### src/rtl/mem_ctrl_if.sv
// mem_ctrl client/RAM bundle: LSB and fetch requests plus the 8-bit RAM/IO port.
// The master drives requests and RAM read data; the slave is the controller.
interface mem_ctrl_if;
  logic [31:0] lsb_oprand;
  logic [31:0] lsb_addr;
  logic [31:0] lsb_data;
  logic [1:0]  ready;
  logic [31:0] mem_data;
  logic        if_req;
  logic [31:0] if_addr;
  logic        if_done;
  logic [31:0] if_inst;
  logic        flush;
  logic [7:0]  mem_din;
  logic [7:0]  mem_dout;
  logic [31:0] mem_a;
  logic        mem_wr;
  logic        io_buffer_full;

  modport master (
    output lsb_oprand, lsb_addr, lsb_data,
    output if_req, if_addr, flush,
    output mem_din, io_buffer_full,
    input  ready, mem_data, if_done, if_inst,
    input  mem_dout, mem_a, mem_wr
  );

  modport slave (
    input  lsb_oprand, lsb_addr, lsb_data,
    input  if_req, if_addr, flush,
    input  mem_din, io_buffer_full,
    output ready, mem_data, if_done, if_inst,
    output mem_dout, mem_a, mem_wr
  );
endinterface

### src/rtl/mem_ctrl.sv
// Byte-serial memory controller: LSB loads/stores and instruction fetch
// over one 8-bit RAM/IO port, with IO store stall and flush handling.
module mem_ctrl (
  input  logic       clk,
  input  logic       rst,
  input  logic       rdy,
  mem_ctrl_if.slave  bus
);
  typedef enum logic [1:0] {IDLE, FETCH, LOAD, STORE} state_t;
  localparam logic [6:0] OP_ST = 7'b0100011;

  state_t      state, state_d, eff;
  logic [2:0]  cnt, cnt_d, e_cnt, n;
  logic [31:0] base, base_d, e_base;
  logic [31:0] wdat, wdat_d, e_data;
  logic [2:0]  f3, f3_d, e_f3;

  logic        slot_v, slot_v_d;
  logic        slot_st, slot_st_d;
  logic        slot_sup, slot_sup_d;
  logic [31:0] slot_addr, slot_addr_d;
  logic [31:0] slot_data, slot_data_d;
  logic [2:0]  slot_f3, slot_f3_d;

  logic [31:0] acc, acc_d;
  logic        ready1, ready1_d;
  logic        done_r, done_d;
  logic [31:0] mdata_r, mdata_d;
  logic [31:0] inst_r, inst_d;
  logic [31:0] a_r, a_d;
  logic [7:0]  dout_r, dout_d;
  logic        wr_r, wr_d;

  logic        req, req_st, take;
  logic        stall, issue, last_ld, st_done, fin_ld;
  logic        is_rd;
  logic [1:0]  idx;

  assign req    = |bus.lsb_oprand;
  assign req_st = bus.lsb_oprand[6:0] == OP_ST;
  assign take   = req && !bus.flush && !slot_v;

  function automatic logic [31:0] ext(
    input logic [31:0] a,
    input logic [2:0]  f
  );
    case (f)
      3'b000:  ext = {{24{a[7]}}, a[7:0]};
      3'b001:  ext = {{16{a[15]}}, a[15:0]};
      3'b100:  ext = {24'd0, a[7:0]};
      3'b101:  ext = {16'd0, a[15:0]};
      default: ext = a;
    endcase
  endfunction

  always_ff @(posedge clk or posedge rst) begin
    if (rst) begin
      state     <= IDLE;
      cnt       <= 3'd0;
      base      <= 32'd0;
      wdat      <= 32'd0;
      f3        <= 3'd0;
      slot_v    <= 1'b0;
      slot_st   <= 1'b0;
      slot_sup  <= 1'b0;
      slot_addr <= 32'd0;
      slot_data <= 32'd0;
      slot_f3   <= 3'd0;
      acc       <= 32'd0;
      ready1    <= 1'b0;
      done_r    <= 1'b0;
      mdata_r   <= 32'd0;
      inst_r    <= 32'd0;
      a_r       <= 32'd0;
      dout_r    <= 8'd0;
      wr_r      <= 1'b0;
    end else if (rdy) begin
      state     <= state_d;
      cnt       <= cnt_d;
      base      <= base_d;
      wdat      <= wdat_d;
      f3        <= f3_d;
      slot_v    <= slot_v_d;
      slot_st   <= slot_st_d;
      slot_sup  <= slot_sup_d;
      slot_addr <= slot_addr_d;
      slot_data <= slot_data_d;
      slot_f3   <= slot_f3_d;
      acc       <= acc_d;
      ready1    <= ready1_d;
      done_r    <= done_d;
      mdata_r   <= mdata_d;
      inst_r    <= inst_d;
      a_r       <= a_d;
      dout_r    <= dout_d;
      wr_r      <= wr_d;
    end
  end

  // From IDLE the starting op is decoded in the same cycle, so the
  // first byte goes out on the acceptance edge.
  always_comb begin
    eff    = state;
    e_cnt  = cnt;
    e_base = base;
    e_data = wdat;
    e_f3   = f3;
    if (state == IDLE) begin
      e_cnt = 3'd0;
      if (slot_v && !(bus.flush && !slot_st)) begin
        eff    = slot_st ? STORE : LOAD;
        e_base = slot_addr;
        e_data = slot_data;
        e_f3   = slot_f3;
      end else if (take) begin
        eff    = req_st ? STORE : LOAD;
        e_base = bus.lsb_addr;
        e_data = bus.lsb_data;
        e_f3   = bus.lsb_oprand[14:12];
      end else if (bus.if_req && !bus.flush) begin
        eff    = FETCH;
        e_base = bus.if_addr;
        e_data = 32'd0;
        e_f3   = 3'b010;
      end
    end
    case (e_f3[1:0])
      2'b00:   n = 3'd1;
      2'b01:   n = 3'd2;
      default: n = 3'd4;
    endcase
    is_rd   = (eff == LOAD) || (eff == FETCH);
    stall   = (eff == STORE) && (e_base[17:16] == 2'b11)
              && bus.io_buffer_full;
    last_ld = is_rd && (e_cnt == n + 3'd1);
    st_done = (eff == STORE) && (e_cnt == n);
    issue   = (eff != IDLE) && (e_cnt < n) && !stall
              && !(bus.flush && eff != STORE);
    state_d = eff;
    if (last_ld || st_done || (bus.flush && eff != STORE))
      state_d = IDLE;
    if (state_d == IDLE)
      cnt_d = 3'd0;
    else if (eff == STORE)
      cnt_d = e_cnt + {2'd0, issue};
    else
      cnt_d = e_cnt + 3'd1;
  end

  always_comb begin
    base_d = e_base;
    wdat_d = e_data;
    f3_d   = e_f3;
    a_d    = 32'd0;
    wr_d   = 1'b0;
    dout_d = 8'd0;
    if (issue) begin
      a_d = e_base + {29'd0, e_cnt};
      if (eff == STORE) begin
        wr_d = 1'b1;
        case (e_cnt[1:0])
          2'd0:    dout_d = e_data[7:0];
          2'd1:    dout_d = e_data[15:8];
          2'd2:    dout_d = e_data[23:16];
          default: dout_d = e_data[31:24];
        endcase
      end
    end
    // Read data lags its address by two edges.
    idx   = e_cnt[1:0] - 2'd2;
    acc_d = (state == IDLE) ? 32'd0 : acc;
    if (is_rd && e_cnt >= 3'd2)
      acc_d[{idx, 3'b000} +: 8] = bus.mem_din;
    fin_ld   = last_ld && !bus.flush;
    ready1_d = 1'b0;
    done_d   = 1'b0;
    mdata_d  = mdata_r;
    inst_d   = inst_r;
    if (fin_ld && eff == FETCH) begin
      done_d = 1'b1;
      inst_d = acc_d;
    end
    if (fin_ld && eff == LOAD) begin
      ready1_d = 1'b1;
      mdata_d  = ext(acc_d, e_f3);
    end
    if (st_done && !slot_sup && !bus.flush) begin
      ready1_d = 1'b1;
      mdata_d  = 32'd0;
    end
    slot_v_d    = slot_v;
    slot_st_d   = slot_st;
    slot_sup_d  = slot_sup;
    slot_addr_d = slot_addr;
    slot_data_d = slot_data;
    slot_f3_d   = slot_f3;
    if (take) begin
      slot_v_d    = 1'b1;
      slot_st_d   = req_st;
      slot_sup_d  = 1'b0;
      slot_addr_d = bus.lsb_addr;
      slot_data_d = bus.lsb_data;
      slot_f3_d   = bus.lsb_oprand[14:12];
    end
    if (bus.flush && slot_v) begin
      if (slot_st) slot_sup_d = 1'b1;
      else         slot_v_d   = 1'b0;
    end
    if ((fin_ld && eff == LOAD) || st_done) begin
      slot_v_d   = 1'b0;
      slot_sup_d = 1'b0;
    end
  end

  assign bus.ready    = {ready1, ~slot_v};
  assign bus.mem_data = mdata_r;
  assign bus.if_done  = done_r;
  assign bus.if_inst  = inst_r;
  assign bus.mem_a    = a_r;
  assign bus.mem_dout = dout_r;
  assign bus.mem_wr   = wr_r;
endmodule

### src/flat_wrapper.sv
// flat-port wrapper written by rule: the top's interface ports become plain ports
module mem_ctrl_flat 
  (clk, rst, rdy, bus_lsb_oprand, bus_lsb_addr, bus_lsb_data, bus_if_req, bus_if_addr, bus_flush, bus_mem_din, bus_io_buffer_full, bus_ready, bus_mem_data, bus_if_done, bus_if_inst, bus_mem_dout, bus_mem_a, bus_mem_wr);
  mem_ctrl_if bus_i ();
  input  logic clk;
  input  logic rst;
  input  logic rdy;
  input wire logic [$bits(bus_i.lsb_oprand)-1:0] bus_lsb_oprand;
  input wire logic [$bits(bus_i.lsb_addr)-1:0] bus_lsb_addr;
  input wire logic [$bits(bus_i.lsb_data)-1:0] bus_lsb_data;
  input wire logic [$bits(bus_i.if_req)-1:0] bus_if_req;
  input wire logic [$bits(bus_i.if_addr)-1:0] bus_if_addr;
  input wire logic [$bits(bus_i.flush)-1:0] bus_flush;
  input wire logic [$bits(bus_i.mem_din)-1:0] bus_mem_din;
  input wire logic [$bits(bus_i.io_buffer_full)-1:0] bus_io_buffer_full;
  output wire logic [$bits(bus_i.ready)-1:0] bus_ready;
  output wire logic [$bits(bus_i.mem_data)-1:0] bus_mem_data;
  output wire logic [$bits(bus_i.if_done)-1:0] bus_if_done;
  output wire logic [$bits(bus_i.if_inst)-1:0] bus_if_inst;
  output wire logic [$bits(bus_i.mem_dout)-1:0] bus_mem_dout;
  output wire logic [$bits(bus_i.mem_a)-1:0] bus_mem_a;
  output wire logic [$bits(bus_i.mem_wr)-1:0] bus_mem_wr;
  assign bus_i.lsb_oprand = bus_lsb_oprand;
  assign bus_i.lsb_addr = bus_lsb_addr;
  assign bus_i.lsb_data = bus_lsb_data;
  assign bus_i.if_req = bus_if_req;
  assign bus_i.if_addr = bus_if_addr;
  assign bus_i.flush = bus_flush;
  assign bus_i.mem_din = bus_mem_din;
  assign bus_i.io_buffer_full = bus_io_buffer_full;
  assign bus_ready = bus_i.ready;
  assign bus_mem_data = bus_i.mem_data;
  assign bus_if_done = bus_i.if_done;
  assign bus_if_inst = bus_i.if_inst;
  assign bus_mem_dout = bus_i.mem_dout;
  assign bus_mem_a = bus_i.mem_a;
  assign bus_mem_wr = bus_i.mem_wr;
  mem_ctrl u_core (.clk(clk), .rst(rst), .rdy(rdy), .bus(bus_i));
endmodule
### config.mk
export PLATFORM = sky130hd
export DESIGN_NAME = mem_ctrl_flat
export DESIGN_NICKNAME = d
export VERILOG_FILES = /design/src/rtl/mem_ctrl_if.sv /design/src/rtl/mem_ctrl.sv /design/src/flat_wrapper.sv
export SDC_FILE = /design/constraint.sdc
export NUM_CORES = 1
export LEC_CHECK = 0
export ABC_AREA = 1
export BUFFER_PORTS_ARGS = -buffer_cell sky130_fd_sc_hd__buf_2
export CAP_MARGIN = 20
export CORE_MARGIN = 1.5
export CORE_UTILIZATION = 59
export CTS_BUF_LIST = sky130_fd_sc_hd__clkbuf_4 sky130_fd_sc_hd__clkbuf_8
export CTS_CLUSTER_DIAMETER = 40
export DETAILED_ROUTE_END_ITERATION = 10
export PLACE_DENSITY = 0.82
export SYNTH_ARGS = -nofsm -noshare
export SYNTH_HDL_FRONTEND = slang
export SYNTH_SLANG_ARGS = --single-unit
### constraint.sdc
create_clock -name clk -period 10.7 [get_ports clk]
set_input_delay 2.14 -clock clk [delete_from_list [all_inputs] [get_ports clk]]
set_output_delay 2.14 -clock clk [all_outputs]
set_load 0.02 [all_outputs]
==> results.sh <==
export IMPL_grt_start_max_net_pins=191
export IMPL_clockBufferDepth=3
export IMPL_detail_route_vias_per_cell=5.656
export IMPL_share_seq_of_total_power_pct=31.7
export IMPL_grt_met1_usage_pct=46.69
export IMPL_multi_input_area_um2=7518
export IMPL_max_slew_margin_pct=27.15
export IMPL_slack_of_the_worst_reg_to_reg_path_ps=5050
export IMPL_synth_edff_count=0
export IMPL_holdCritStartpoint="u_core.slot_addr[28]"
export IMPL_grt_remaining_overflow=0
export IMPL_fin_worst_skew_ps=11.44
export IMPL_gpl_final_weighted_congestion=0.9537
export IMPL_fraction_of_final_layout_cells_sized_beyond_drive_strength_1_pct=18.12
export IMPL_layout_min_cycle_time_ps=7624
export IMPL_drcViolationCount=0
export IMPL_swShare_pct=46.53
export IMPL_io_pins=250
export IMPL_globalRouteMet3Util_pct=5.806
export IMPL_grt_usage_pct=34.77
export IMPL_critical_path_slowest_cell="nor3_4"
export IMPL_synth_ff_type="dfrtp_1"
export IMPL_hold_path_cell_count=2
export IMPL_timing_critical_path_fanout_max=45
export IMPL_finalInstanceArea_um2=18410
export IMPL_preCtsSetupSlack_ps=2630
export IMPL_filler_cell_count=2339
export IMPL_cts_tree="done"
export IMPL_drt_first_iter_violations=1832
export IMPL_first_global_vias=15340
export IMPL_reg2reg_depth=17
export IMPL_synth_fp_nets=2411
export IMPL_clock_sink_count=281
export IMPL_pwr_share_comb_pct=46.0
export IMPL_final_worst_path_setup_slack_ps=3076
export IMPL_grt_first_pass_wirelength_um=78470
export IMPL_max_freq_mhz=131.2
export IMPL_detailroute_via_count=15960
export IMPL_rr_startpoint="u_core.slot_v"
export IMPL_floorplan_core_area_um2=26880
export IMPL_drv_slew=0
export IMPL_routed_wire_length_per_instance_um=17.37
export IMPL_max_stage_delay_ps=790
export IMPL_data_arrival_time_at_the_worst_slack_endpoint_ps=8060
export IMPL_port_buffers=249
export IMPL_r2r_end="u_core.bus.if_inst[9]"
export IMPL_final_nets=2600
export IMPL_antenna_left=0
export IMPL_dieArea_um2=28350
export IMPL_cp_common_cell="nand2_1"
export IMPL_register_bit_count_reported_by_yosys=281
export IMPL_grt_busiest_layer="met2"
export IMPL_min_period_over_period_pct=71.25
export IMPL_cts_buffers_inserted=50
export IMPL_report_final_setup_viol=0
export IMPL_row_count=60
export IMPL_cts_hold_buf=0
export IMPL_post_route_setup_tns_ps=0
export IMPL_cp_required_ps=11140
export IMPL_worstMarginPinSlew_ps=1093
export IMPL_groute_layer_met2_usage_pct=57.01
export IMPL_area_sequential_um2=7032
export IMPL_power_density_nw_per_um2=265.4
export IMPL_yosys_warnings=0
export IMPL_dpl_cell_area_um2=17310
export IMPL_syn2layout_area_growth_pct=14.13
export IMPL_clock_root_buffer="clkbuf_8"
export IMPL_total_leakage_power_nw=9.740
export IMPL_initial_core_utilization_pct=60.03
export IMPL_maxCapViolations=0
export IMPL_synth_seq_area_share_pct=43.59
export IMPL_hold_end="u_core.slot_addr[28]"
export IMPL_post_layout_total_power_w=0.004887
export IMPL_synthesis_instances=2248
export IMPL_hold_path_class="flip-flop to flip-flop"
export IMPL_crit_path_class="input port to flip-flop"
export IMPL_power_report_internal_total_w=0.002613
export IMPL_die_h_um=168.4
export IMPL_peak_vdd_ir_mv=0.2109
export IMPL_start_kind="input port"
export IMPL_detailedPlacementHpwl_um=34140
export IMPL_post_cts_repair_setup_buffers=0
export IMPL_async_flop_share_pct=100.0
export IMPL_timing_critical_path_cells="buf_2 -> nor2_1 -> and2_1 -> nand2_1 -> nor2_1 -> nand2_2 -> nand3_2 -> buf_4 -> clkinv_1 -> nand2_1 -> nand3_1 -> o211ai_1 -> nand2_1 -> inv_1 -> ha_1 -> nor4_2 -> nand2_2 -> nor3_4 -> nand2_2 -> nand2_1 -> o21ai_1"
export IMPL_grt_antenna_before_repair=2
export IMPL_cts_htree_levels=2
export IMPL_cts_repair_resized=0
export IMPL_die_x_um=168.4
export IMPL_run_status="completed"
export IMPL_route_final_wire_length_um=49010
export IMPL_clk_pin_slew_worst_paths_ps=70
export IMPL_p_sw_w=0.002274
export IMPL_p_clk_share_pct=22.3
export IMPL_worstSkewPairLatency_ps=580
export IMPL_syn_area_per_cell_um2=7.177
export IMPL_synth_lib_cells_used_distinct=53
export IMPL_synth_cell_area_um2=16130
export IMPL_endpoint_kind="flip-flop"
export IMPL_unrepaired_setup_endpoints_after_global_routing="no"
export IMPL_timing_final_hold_violations=0
export IMPL_drtPass1Iterations=6
per-layer routing:
| metal | vias to the layer above | part of all wire (%) | wire length, um |
|---|---|---|---|
| li1 | 7556 | - | - |
| met3 | 104 | 9.1 | 4444 |
| met5 | - | 0 | 0 |
| met1 | 7492 | 41 | 20110 |
| met2 | 804 | 47 | 22900 |
| met4 | 0 | 3.2 | 1553 |
synth_stat cells, types with 2 or more instances:
cell      count  area (um2)
nand3b_1      3       22.52
buf_4         6       45.04
nand4_1      38       237.7
nor2_4       11       123.9
dfrtp_1     281        7032
o211ai_1      3       22.52
buf_2        44       220.2
o22ai_1      17       106.4
xor2_1        2       17.52
nand2_2      19       118.9
nor3_1        9       45.04
o31ai_1      10       75.07
buf_6         9       101.4
nor2_2       13       81.33
a21oi_1      20       100.1
and2_1        2       12.51
a22o_1        2       17.52
a21oi_4       6       97.59
clkinv_1      3       11.26
nand3_2      10       100.1
inv_2        15       56.30
nor2_1      100       375.4
o21ai_1      37       185.2
buf_1        10       37.54
o21ai_0     273        1366
nand3_1     144       720.7
inv_1       236       885.9
nand2_1     808        3033
mux2i_1       8       80.08
a21oi_2       6       52.55
o32ai_1       8       70.07
clkbuf_1     55       206.5
ha_1         20       250.2
logic make-up (layout without fill, tap and decap cells):
logic type | after synthesis | in the layout | share of synthesized area (%)
buf+inv | 380 | 610 | 9.826
flops | 281 | 281 | 43.59
mux | 8 | 8 | 0.4964
other cells | 0 | 2 | 0
simple gates | 1168 | 1168 | 31.03
xor+xnor | 3 | 3 | 0.1629
fa+ha+maj | 21 | 21 | 1.675
compound gates | 387 | 387 | 13.22
power by group through the flow:
| stage | Combinational [W] | Clock, W | Sequential (W) |
|---|---|---|---|
| after floorplan | 0.00152 | 0 | 0.00161 |
| after global placement | 0.00215 | 0 | 0.00154 |
| after detailed placement | 0.00220 | 0 | 0.00156 |
| after CTS | 0.00221 | 0.00110 | 0.00154 |
| after global routing | 0.00248 | 0.00115 | 0.00158 |
| final | 0.00225 | 0.00109 | 0.00155 |
registers in the layout (all words and copies together), names as in the netlist, 2 cells and up:
name / count
u_core.acc: 32
u_core.base: 32
u_core.bus.if_inst: 32
u_core.bus.mem_a: 32
u_core.bus.mem_data: 32
u_core.bus.mem_dout: 8
u_core.cnt: 3
u_core.f3: 3
u_core.slot_addr: 32
u_core.slot_data: 32
u_core.slot_f3: 3
u_core.state: 2
u_core.wdat: 32
worst max-delay path by stage:
stage	startpoint	to	slack [ps]	cells past startpoint
after floorplan	rst	u_core.acc[0]	810	1
after global placement	bus_lsb_oprand[13]	u_core.bus.if_inst[11]	2790	21
after detailed placement	bus_lsb_oprand[23]	u_core.bus.if_inst[12]	2630	21
after CTS	bus_lsb_oprand[23]	u_core.bus.if_inst[9]	3230	21
after global routing	bus_lsb_oprand[23]	u_core.bus.if_inst[26]	2600	21
final	bus_lsb_oprand[23]	u_core.bus.if_inst[9]	3080	21
stage by stage:
stage | cells | hold WS (ps) | utilization, %
after floorplan | 2248 | 436.7 | -
after CTS | 2819 | 467.8 | 68.49
after detailed placement | 2726 | 453.3 | 64.39
after global routing | 2820 | 489.9 | 68.50
after global placement | 2726 | 449.2 | 64.39
final | 2821 | 464.0 | 68.51
placed cells by master, fill, tap and decap left out, types with 3 or more instances in the layout:
cell type and count:
o21ai_0 273, buf_4 13, nor2_1 99, nor2_2 14, o31ai_1 10, clkinvlp_4 3
mux2i_1 8, buf_2 248, o22ai_1 17, nand2_2 19, dfrtp_1 281, a21oi_1 20
nand3_1 144, nand3b_1 3, ha_1 20, o211ai_1 3, nor2_4 11, inv_1 234
a21oi_4 6, clkbuf_4 9, nor3_1 9, inv_2 16, clkinv_2 14, nand2_1 808
o32ai_1 8, nand3_2 10, clkbuf_8 62, o21ai_1 37, nand4_1 38, a21oi_2 6
critical path, delay by kind of cell:
family / cells / cell delay (ps)
buffers and inverters: 4 / 1170
and+or+nand+nor: 14 / 4230
AOI/OAI and AO/OA: 2 / 190
adders and majority gates: 1 / 270
area by class of cell:
class | instances | area share [%]
diodes | 2 | 0.02718
clock buffers | 71 | 5.001
clock inverters | 22 | 0.9853
inverters | 255 | 5.266
multi-input cells | 1587 | 40.83
flip-flops and latches | 281 | 38.19
well taps | 341 | 2.317
repair buffers | 262 | 7.380
Power figures use the tool's default switching activity.
